[src/rtl/weight_fetcher.sv]
// ---------------------------------------------------------------------------
// WeightFetcher: streams a contiguous block of weight words from a
// single-cycle-latency weight memory into a small output FIFO and presents
// them on a valid/ready stream, marking the final word of the block.
//
// Ports
//   clk        : clock, all logic on the rising edge
//   rst_n      : asynchronous active-low reset
//   start      : one-cycle request to fetch a block (only honoured when idle)
//   base_addr  : first word address, sampled on an accepted start
//   count      : number of words, sampled on an accepted start
//   busy       : high from an accepted start until the done pulse
//   done       : one-cycle completion pulse
//   err        : range error for the most recent accepted request
//   mem_rd_en  : read strobe to the weight memory
//   mem_addr   : read address to the weight memory
//   mem_rdata  : read data, valid exactly one cycle after mem_rd_en
//   w_valid    : output word valid (FIFO non-empty)
//   w_ready    : downstream accepts the current word
//   w_data     : output weight word (FIFO head)
//   w_last     : w_data is the final word of the block
// ---------------------------------------------------------------------------
module weight_fetcher #(
  parameter int ADDR_WIDTH = 20,
  parameter int DATA_WIDTH = 8,
  parameter int MEM_SIZE   = 3048,
  parameter int FIFO_DEPTH = 4
) (
  input  logic                  clk,
  input  logic                  rst_n,
  input  logic                  start,
  input  logic [ADDR_WIDTH-1:0] base_addr,
  input  logic [ADDR_WIDTH-1:0] count,
  output logic                  busy,
  output logic                  done,
  output logic                  err,
  output logic                  mem_rd_en,
  output logic [ADDR_WIDTH-1:0] mem_addr,
  input  logic [DATA_WIDTH-1:0] mem_rdata,
  output logic                  w_valid,
  input  logic                  w_ready,
  output logic [DATA_WIDTH-1:0] w_data,
  output logic                  w_last
);

  localparam int PTR_W = (FIFO_DEPTH > 1) ? $clog2(FIFO_DEPTH) : 1;
  localparam int CNT_W = PTR_W + 1;
  localparam logic [ADDR_WIDTH:0] MEM_LIMIT = (ADDR_WIDTH+1)'(MEM_SIZE);
  localparam logic [CNT_W:0]      DEPTH_C   = (CNT_W+1)'(FIFO_DEPTH);

  typedef enum logic [1:0] {
    IDLE   = 2'd0,
    FETCH  = 2'd1,
    DRAIN  = 2'd2,
    FINISH = 2'd3
  } state_e;

  state_e                state_q;
  logic                  busy_q;
  logic                  done_q;
  logic                  err_q;

  logic [ADDR_WIDTH-1:0] rdPtr_q, rdPtr_d;
  logic [ADDR_WIDTH-1:0] remaining_q, remaining_d;
  logic [ADDR_WIDTH-1:0] lastAddr_q, lastAddr_d;
  logic                  inflight_q;
  logic                  inflightLast_q;

  logic [DATA_WIDTH-1:0] fifoData_q [FIFO_DEPTH];
  logic                  fifoLast_q [FIFO_DEPTH];
  logic [PTR_W-1:0]      wrIdx_q, wrIdx_d;
  logic [PTR_W-1:0]      rdIdx_q, rdIdx_d;
  logic [CNT_W-1:0]      fifoCount_q, fifoCount_d;

  logic                  startAccept;
  logic                  zeroCount;
  logic                  rangeErr;
  logic [ADDR_WIDTH:0]   blockEnd;
  logic [CNT_W:0]        occupancy;
  logic                  issue;
  logic                  lastIssue;
  logic                  push;
  logic                  pop;

  // Request decode and read-issue decision. The range check is done one bit
  // wider than the address so base_addr+count can never wrap. A read is only
  // issued when the FIFO is guaranteed to have room for it, counting the word
  // still in flight from the memory, so the FIFO can never overflow.
  always_comb begin
    startAccept = (state_q == IDLE) && start;
    zeroCount   = (count == '0);
    blockEnd    = {1'b0, base_addr} + {1'b0, count};
    rangeErr    = (blockEnd > MEM_LIMIT);
    occupancy   = {1'b0, fifoCount_q} + {{CNT_W{1'b0}}, inflight_q};
    issue       = (state_q == FETCH) && (remaining_q != '0) && (occupancy < DEPTH_C);
    lastIssue   = issue && (remaining_q == ADDR_WIDTH'(1));
    push        = inflight_q;
    pop         = w_valid && w_ready;
  end

  // Next-state for the read pointer, remaining count and FIFO bookkeeping.
  // lastAddr tracks the most recently issued address so mem_addr can hold it
  // while no read is being issued.
  always_comb begin
    rdPtr_d     = rdPtr_q;
    remaining_d = remaining_q;
    lastAddr_d  = lastAddr_q;
    if (startAccept) begin
      rdPtr_d     = base_addr;
      remaining_d = count;
    end else if (issue) begin
      rdPtr_d     = rdPtr_q + ADDR_WIDTH'(1);
      remaining_d = remaining_q - ADDR_WIDTH'(1);
      lastAddr_d  = rdPtr_q;
    end

    wrIdx_d = push ? (wrIdx_q + PTR_W'(1)) : wrIdx_q;
    rdIdx_d = pop  ? (rdIdx_q + PTR_W'(1)) : rdIdx_q;

    fifoCount_d = fifoCount_q;
    case ({push, pop})
      2'b10:   fifoCount_d = fifoCount_q + CNT_W'(1);
      2'b01:   fifoCount_d = fifoCount_q - CNT_W'(1);
      default: fifoCount_d = fifoCount_q;
    endcase
  end

  // Control FSM with registered busy/done/err. Empty or out-of-range
  // requests skip straight to FINISH without touching the memory. The block
  // ends when the word tagged as last is handed off downstream.
  always_ff @(posedge clk or negedge rst_n) begin
    if (!rst_n) begin
      state_q <= IDLE;
      busy_q  <= 1'b0;
      done_q  <= 1'b0;
      err_q   <= 1'b0;
    end else begin
      done_q <= 1'b0;
      case (state_q)
        IDLE: begin
          if (startAccept) begin
            err_q <= rangeErr && !zeroCount;
            if (zeroCount || rangeErr) begin
              state_q <= FINISH;
              done_q  <= 1'b1;
            end else begin
              state_q <= FETCH;
              busy_q  <= 1'b1;
            end
          end
        end
        FETCH: begin
          if (lastIssue) begin
            state_q <= DRAIN;
          end
        end
        DRAIN: begin
          if (pop && w_last) begin
            state_q <= FINISH;
            busy_q  <= 1'b0;
            done_q  <= 1'b1;
          end
        end
        FINISH: begin
          state_q <= IDLE;
        end
        default: begin
          state_q <= IDLE;
        end
      endcase
    end
  end

  // Datapath registers. The in-flight flag marks that mem_rdata carries a
  // word this cycle; it is cleared by reset so a stale return right after
  // reset release is dropped. The last tag travels with each word through
  // the FIFO so w_last stays aligned with its data.
  always_ff @(posedge clk or negedge rst_n) begin
    if (!rst_n) begin
      rdPtr_q        <= '0;
      remaining_q    <= '0;
      lastAddr_q     <= '0;
      inflight_q     <= 1'b0;
      inflightLast_q <= 1'b0;
      wrIdx_q        <= '0;
      rdIdx_q        <= '0;
      fifoCount_q    <= '0;
      for (int i = 0; i < FIFO_DEPTH; i++) begin
        fifoData_q[i] <= '0;
        fifoLast_q[i] <= 1'b0;
      end
    end else begin
      rdPtr_q        <= rdPtr_d;
      remaining_q    <= remaining_d;
      lastAddr_q     <= lastAddr_d;
      inflight_q     <= issue;
      inflightLast_q <= lastIssue;
      wrIdx_q        <= wrIdx_d;
      rdIdx_q        <= rdIdx_d;
      fifoCount_q    <= fifoCount_d;
      if (push) begin
        fifoData_q[wrIdx_q] <= mem_rdata;
        fifoLast_q[wrIdx_q] <= inflightLast_q;
      end
    end
  end

  // Output mapping: the FIFO head drives the stream directly, so data and
  // last are stable for as long as the head is not consumed.
  always_comb begin
    busy      = busy_q;
    done      = done_q;
    err       = err_q;
    mem_rd_en = issue;
    mem_addr  = issue ? rdPtr_q : lastAddr_q;
    w_valid   = (fifoCount_q != '0);
    w_data    = fifoData_q[rdIdx_q];
    w_last    = w_valid && fifoLast_q[rdIdx_q];
  end

endmodule

[config.mk]
export PLATFORM = sky130hd
export DESIGN_NAME = weight_fetcher
export DESIGN_NICKNAME = d
export VERILOG_FILES = /design/src/rtl/weight_fetcher.sv
export SDC_FILE = /design/constraint.sdc
export NUM_CORES = 1
export LEC_CHECK = 0
export CORE_UTILIZATION = 46
export CTS_CLUSTER_DIAMETER = 40
export DETAILED_ROUTE_END_ITERATION = 10
export MAX_ROUTING_LAYER = met4
export PLACE_DENSITY = 0.68
export SYNTH_ARGS = -nofsm -noshare
export SYNTH_HDL_FRONTEND = slang
export SYNTH_SLANG_ARGS = --single-unit
[constraint.sdc]
create_clock -name clk -period 3.3 [get_ports clk]
set_input_delay 0.66 -clock clk [delete_from_list [all_inputs] [get_ports clk]]
set_output_delay 0.66 -clock clk [all_outputs]
set_load 0.005 [all_outputs]
Word level (Yosys, flattened, before mapping)
Cells that the tools add are included.

word-level totals
  bits in registers = 110
  bits of input ports = 52
  output and inout port bits = 34
  logic and storage cells = 97

operators by class
  add/subtract/negate cells = 8
  $lt $le $gt $ge = 5
  eq/ne operators = 10
  multiplexer cells = 31
  bitwise operators = 2
  reduce and logical (&&, ||, !) cells = 21

operators by type and width
  cell                                                   number
  two-way mux 20 bit                                     5
  bitwise mux 32 bit                                     1
  two-way mux 8 bit                                      3
  adder 20 x 20 -> 21 bit                                1
  > comparator 21 x 12 -> 1 bit (second input constant)  1
  adder 20 x 1 -> 20 bit (second input constant)         1
  == test 20 x 1 -> 1 bit (second input constant)        1
  logical NOT 20 bit                                     1
  nonzero test 20 bit                                    1
  subtractor 20 x 1 -> 20 bit (second input constant)    1
  binary-select mux 8 bit (select 2 bit)                 1
  demux 8 bit (select 2 bit)                             1
  logical AND 1 bit                                      9
  two-way mux 1 bit                                      9
  two-way mux 2 bit                                      4
  inequality test 2 bit (second input constant)          4
  case mux 2 bit (4 select lines)                        1
  == test 2 bit (second input constant)                  3
  >= comparator 3 bit (second input constant)            2
  NOT 2 -> 3 bit                                         2
  case mux 3 bit (2 select lines)                        1
  nonzero test 2 bit                                     3
  adder 2 x 1 -> 2 bit (second input constant)           2
  adder 3 x 1 -> 4 bit                                   1
  other kinds (16)                                       18

Logic depth before layout (Yosys ltp)
  word-level depth = 8
  mapped depth = 11
  mapped depth without buffers = 11

Worst setup path before layout
Ideal clock, no wire load.

  path type = input to register
  start = input port base_addr[0]
  end = register busy_q, in the netlist busy
  library setup time = 0.124 ns
  data arrival time = 3.040 ns
  data required time = 3.176 ns
  setup slack = 0.136 ns
  stages = 11
  path buffers = 0
  cells stage by stage = ha_1 -> fa_1 -> a21o_2 -> a221oi_4 -> nor4_1 -> nor4_1 -> o21ai_1 -> nor4_2 -> and4_1 -> a31oi_1 -> a211o_1

between the ends
  cells in the longest elaborated chain, start to end = 5

ends and longest elaborated chain
  item                                    line  RTL
  start: declaration                      32    input logic [ADDR_WIDTH-1:0] base_addr,
  adder 20 x 20 -> 21 bit                 92    blockEnd = {1'b0, base_addr} + {1'b0, count};
  > comparator 21 x 12 -> 1 bit           93    rangeErr = (blockEnd > MEM_LIMIT);
  logical OR 1 bit                        143   if (zeroCount || rangeErr) begin
  inequality test 2 bit (no source line)  --
  AND reduction 4 bit (no source line)    --
  end signal: assignment                  134   busy_q <= 1'b0;
  end signal: assignment                  148   busy_q <= 1'b1;
  end signal: assignment                  160   busy_q <= 1'b0;
  end: declaration                        59    logic busy_q;

Every way passes these cells.
A chain may end at the register's enable or synchronous reset.

Worst setup path in the final report
  start = register remaining_q[13]
  end = output port mem_addr[3]

between the ends
  cells in the longest elaborated chain, start to end = 4

ends and longest elaborated chain
  item                             line  RTL
  start: declaration               64    logic [ADDR_WIDTH-1:0] remaining_q, remaining_d;
  start signal: assignment         194   remaining_q <= remaining_d;
  nonzero test 20 bit              95    issue = (state_q == FETCH) && (remaining_q != '0) && (occupancy < DEPTH_C);
  logical AND 1 bit (2 in series)  95
  two-way mux 20 bit               --
  end: declaration                 38    output logic [ADDR_WIDTH-1:0] mem_addr,

Every way passes these cells.

==> results_tabular.tex <==
\begin{tabular}{lr}
\hline
Metric & Value \\
\hline
\multicolumn{2}{l}{\textbf{Run status}} \\
Result of the run & finished clean \\
\multicolumn{2}{l}{\textbf{STA}} \\
Setup violators final & 0 \\
Final worst path period need & 3240 ps \\
Smallest setup slack after layout & 57.8 ps \\
Setup\_tns & 0 ps \\
Final hold violation count & 0 \\
Worst Max-Slew Pin Slew & just under 800 ps \\
Slew margin rel. & 47.4\% \\
Highest achievable clock rate & 308 MHz \\
Crit share post-route & 98.2\% \\
Final hold slack & 375 ps \\
Worst Skew & 7.94 ps \\
Final-report max-slew violation count & 0 \\
\multicolumn{2}{l}{\textbf{Synthesis}} \\
Seq/Total Area, Yosys & 42.0\% \\
Top\_reg\_cell synth & sky130\_fd\_sc\_hd\_\_dfrtp\_1 \\
Dominant cell type by area after synthesis & sky130\_fd\_sc\_hd\_\_dfrtp\_1 \\
Cell count after synthesis & 609 \\
Number of enable flip-flop cells after synthesis & 0 \\
Yosys synthesis warning count & 0 \\
Async set-or-reset flop fraction in the synthesized netlist & 100\% \\
Share of the synthesized area in the top cell type & 42.0\% \\
Number of synthesized register bits & 110 \\
Number of nets produced by synthesis & 695 \\
Commonest cells in the synthesized netlist & 110 x sky130\_fd\_sc\_hd\_\_dfrtp\_1, 77 x sky130\_fd\_sc\_hd\_\_mux2\_2, 61 x sky130\_fd\_sc\_hd\_\_nor2\_1 \\
Post-Syn Area & 6560 sq um \\
Leading cell type by number of instances after synthesis & sky130\_fd\_sc\_hd\_\_dfrtp\_1 \\
Post-Syn Area per Cell & 10.8 sq um \\
Distinct cells, synth & 62 \\
Top cells by area, synth & sky130\_fd\_sc\_hd\_\_dfrtp\_1 42\%, sky130\_fd\_sc\_hd\_\_mux2\_2 13\%, sky130\_fd\_sc\_hd\_\_ha\_1 6.1\% \\
\multicolumn{2}{l}{\textbf{Detailed routing}} \\
Total wire length after detailed routing & approximately 17 mm \\
First-pass iteration count of the detailed router & 5 \\
Post-route DRC violation count & 0 \\
Antenna violation net count after detailed routing & 0 \\
Mean routed wirelength per cell & 17.4 um \\
Number of DRC markers in iteration 0 & about 270 \\
Vias & 5220 \\
Via count normalized by instance count & 5.48 \\
\multicolumn{2}{l}{\textbf{Global routing}} \\
Sum of overflow across all layers after global routing & 0 \\
Number of global-route vias before repair & 5229 \\
Initial antenna violation count & 0 \\
Pin count of the biggest net entering global routing & 60 \\
Global router's overall resource usage & a little under a quarter \\
Wire length of the first global-routing pass & 26.1 mm \\
\multicolumn{2}{l}{\textbf{CTS}} \\
TritonCTS clock tree & yes \\
Maximum clock insertion buffer count & 2 \\
Number of clock sinks & 110 \\
Clock tree root driver cell & sky130\_fd\_sc\_hd\_\_clkbuf\_16 \\
CTS H-tree lvls & 3 \\
Clock edge transition at the registers on the reported setup and hold paths & 80 ps \\
Clock latency of the later-clocked register in the worst-skew pair & 360 ps \\
TritonCTS Buffers & 9 \\
\multicolumn{2}{l}{\textbf{Power}} \\
Sequential power share & 42.9\% \\
Net switching power & 0.968 mW \\
Sum of internal, switching and leakage power & 3.39 mW \\
Internal cell power & between 2 and 2.5 mW \\
Clock network power share & 32.1\% \\
Combinational cell fraction of total power & 25.0\% \\
Switching Share & 28.5\% \\
PwrDens & 392 nW/um\^{}2 \\
Peak VDD IR & 0.000253 V \\
Standby leakage power & 3.95 nW \\
\multicolumn{2}{l}{\textbf{Place}} \\
Cell area reported after detailed placement & 8130 sq um \\
Cell Count Post-Placement & 925 \\
Weighted congestion at the end of routability-driven global placement & 0.839 \\
Post-placement worst setup slack & -517 ps \\
Post-detail-place hpwl & between 10 and 15 mm \\
Count of input and output buffers & 85 \\
\multicolumn{2}{l}{\textbf{Floorplanning}} \\
Total Die Area & 14700 sq um \\
Die H & 121 um \\
I/O pin count & 86 \\
CORE AREA & 13900 sq um \\
Initial Utilization & 47.2\% \\
Die width & 121 um \\
Number of placement rows & 43 \\
\multicolumn{2}{l}{\textbf{Cells and area}} \\
Number of filler instances in the final layout & 1133 \\
Count of placed standard cells in the final layout, fillers left out & 952 \\
Layout Cell Area excl Fill & 8660 sq um \\
N\_diodes & 0 \\
Sequential cell area & between 2000 and 3000 sq um \\
Area occupied by multi-input gates & 3710 sq um \\
Final Util & between 60 and 70\% \\
Fraction of layout cells with a size suffix above 1 & 28.6\% \\
Number of nets in the final layout & 853 \\
Synth-to-Final Area Change & 32.1\% \\
\multicolumn{2}{l}{\textbf{Critical path}} \\
Critical R2R Launch & remaining\_q[13]\$\_DFFE\_PN0P\_ \\
Worst reg-to-reg path cell count & 10 \\
Worst path arrival time & 2580 ps \\
Required time of the critical path & 2640 ps \\
Highest net fanout along the worst path & 5 \\
Startpoint types & register \\
Critical Path Sink Type & output pin \\
Register-to-register path setup slack & 490 ps \\
Reg-to-reg critical path endpoint & remaining\_q[17]\$\_DFFE\_PN0P\_ \\
Crit path kind & reg2out \\
\multicolumn{2}{l}{\textbf{Job}} \\
Number of max-capacitance violations reported & 0 \\
\multicolumn{2}{l}{\textbf{Min path}} \\
Type of the tightest min-delay check & in2async \\
\hline
\end{tabular}
how the worst max path moves through the flow:
stage	startpoint	end	slack, ps
floorplan	base_addr[0]	busy$_DFFE_PN0P_	140
global placement	base_addr[0]	busy$_DFFE_PN0P_	-420
detailed placement	base_addr[0]	busy$_DFFE_PN0P_	-520
CTS	remaining_q[4]$_DFFE_PN0P_	mem_addr[19]	10
global route	remaining_q[13]$_DFFE_PN0P_	mem_addr[14]	-50
finish	remaining_q[13]$_DFFE_PN0P_	mem_addr[3]	60
layout make-up:
class,count,area share [%]
flip-flops and latches,110,31.8
well taps,180,2.60
clock buffers,10,2.64
inverters,14,0.607
multi-input cells,460,42.9
clock inverters,6,0.780
repair buffers,172,18.7
metal layers:
metal	GRT usage, %	vias up	routed length [um]
li1	-	2520	-
met1	31.9	2579	7900
met2	36.9	109	7830
met3	4.51	12	636
met4	5.71	0	168
met5	-	-	0
critical path, cell delays in order (launching register included):
cell                              delay, ps
sky130_fd_sc_hd__dfrtp_1                450
sky130_fd_sc_hd__nor4_2                 340
sky130_fd_sc_hd__and4_1                 330
sky130_fd_sc_hd__a31oi_4                180
sky130_fd_sc_hd__buf_6                  190
sky130_fd_sc_hd__mux2_2                 270
sky130_fd_sc_hd__clkdlybuf4s50_1        450
repair_timing:
action                     in CTS  in global routing
setup endpoints to repair       3                 24
resized for setup               5                 28
pin swaps                       8                  7
buffers inserted                1                  7
cloned                          0                  3
hold buffers                    0                  0
placed cells by master, fill, tap and decap left out, types with 10 or more instances in the layout:
| cell | synthesis | layout |
|---|---|---|
| sky130_fd_sc_hd__clkbuf_16 | 0 | 11 |
| sky130_fd_sc_hd__inv_1 | 14 | 14 |
| sky130_fd_sc_hd__buf_4 | 1 | 82 |
| sky130_fd_sc_hd__xor2_1 | 23 | 23 |
| sky130_fd_sc_hd__ha_1 | 32 | 30 |
| sky130_fd_sc_hd__o21ai_0 | 10 | 10 |
| sky130_fd_sc_hd__dfrtp_1 | 110 | 110 |
| sky130_fd_sc_hd__nand2_1 | 30 | 29 |
| sky130_fd_sc_hd__nand3_1 | 14 | 14 |
| sky130_fd_sc_hd__xnor2_1 | 32 | 32 |
| sky130_fd_sc_hd__nand4_1 | 12 | 12 |
| sky130_fd_sc_hd__nor2_1 | 61 | 61 |
| sky130_fd_sc_hd__mux2_2 | 77 | 77 |
| sky130_fd_sc_hd__dlymetal6s2s_1 | 0 | 20 |
| sky130_fd_sc_hd__clkdlybuf4s50_1 | 0 | 63 |
| sky130_fd_sc_hd__a21oi_1 | 55 | 54 |
flip-flops by register name, indices dropped and copies added (netlist names), 2 cells and up:
| signal | flops |
|---|---|
| rdIdx_q | 2 |
| fifoCount_q | 3 |
| fifoLast_q | 4 |
| rdPtr_q | 20 |
| wrIdx_q | 2 |
| lastAddr_q | 20 |
| fifoData_q | 32 |
| remaining_q | 20 |
| state_q | 2 |
kinds of logic (layout without fill, tap and decap cells):
kind of cell	count (synthesis)	after routing	synth area share (%)
muxes	88	88	16.6
AOI/OAI and AO/OA	114	114	11.6
buffers and inverters	39	202	2.56
xor gates and xnor gates	55	55	7.35
and+or+nand+nor	169	169	13.2
DFF	110	110	42.0
adders and majority gates	34	34	6.72
power groups by stage:
| stage | clock (mW) | combinational, mW | sequential, mW |
|---|---|---|---|
| 2_1_floorplan | 0 | 0.458 | 1.45 |
| 3_3_place_gp | 0 | 0.826 | 1.48 |
| 3_5_place_dp | 0 | 0.838 | 1.48 |
| 4_1_cts | 1.12 | 0.846 | 1.45 |
| 5_1_grt | 1.17 | 0.927 | 1.46 |
| 6_report | 1.09 | 0.849 | 1.46 |
No activity file was read; power rests on OpenSTA's default activity.
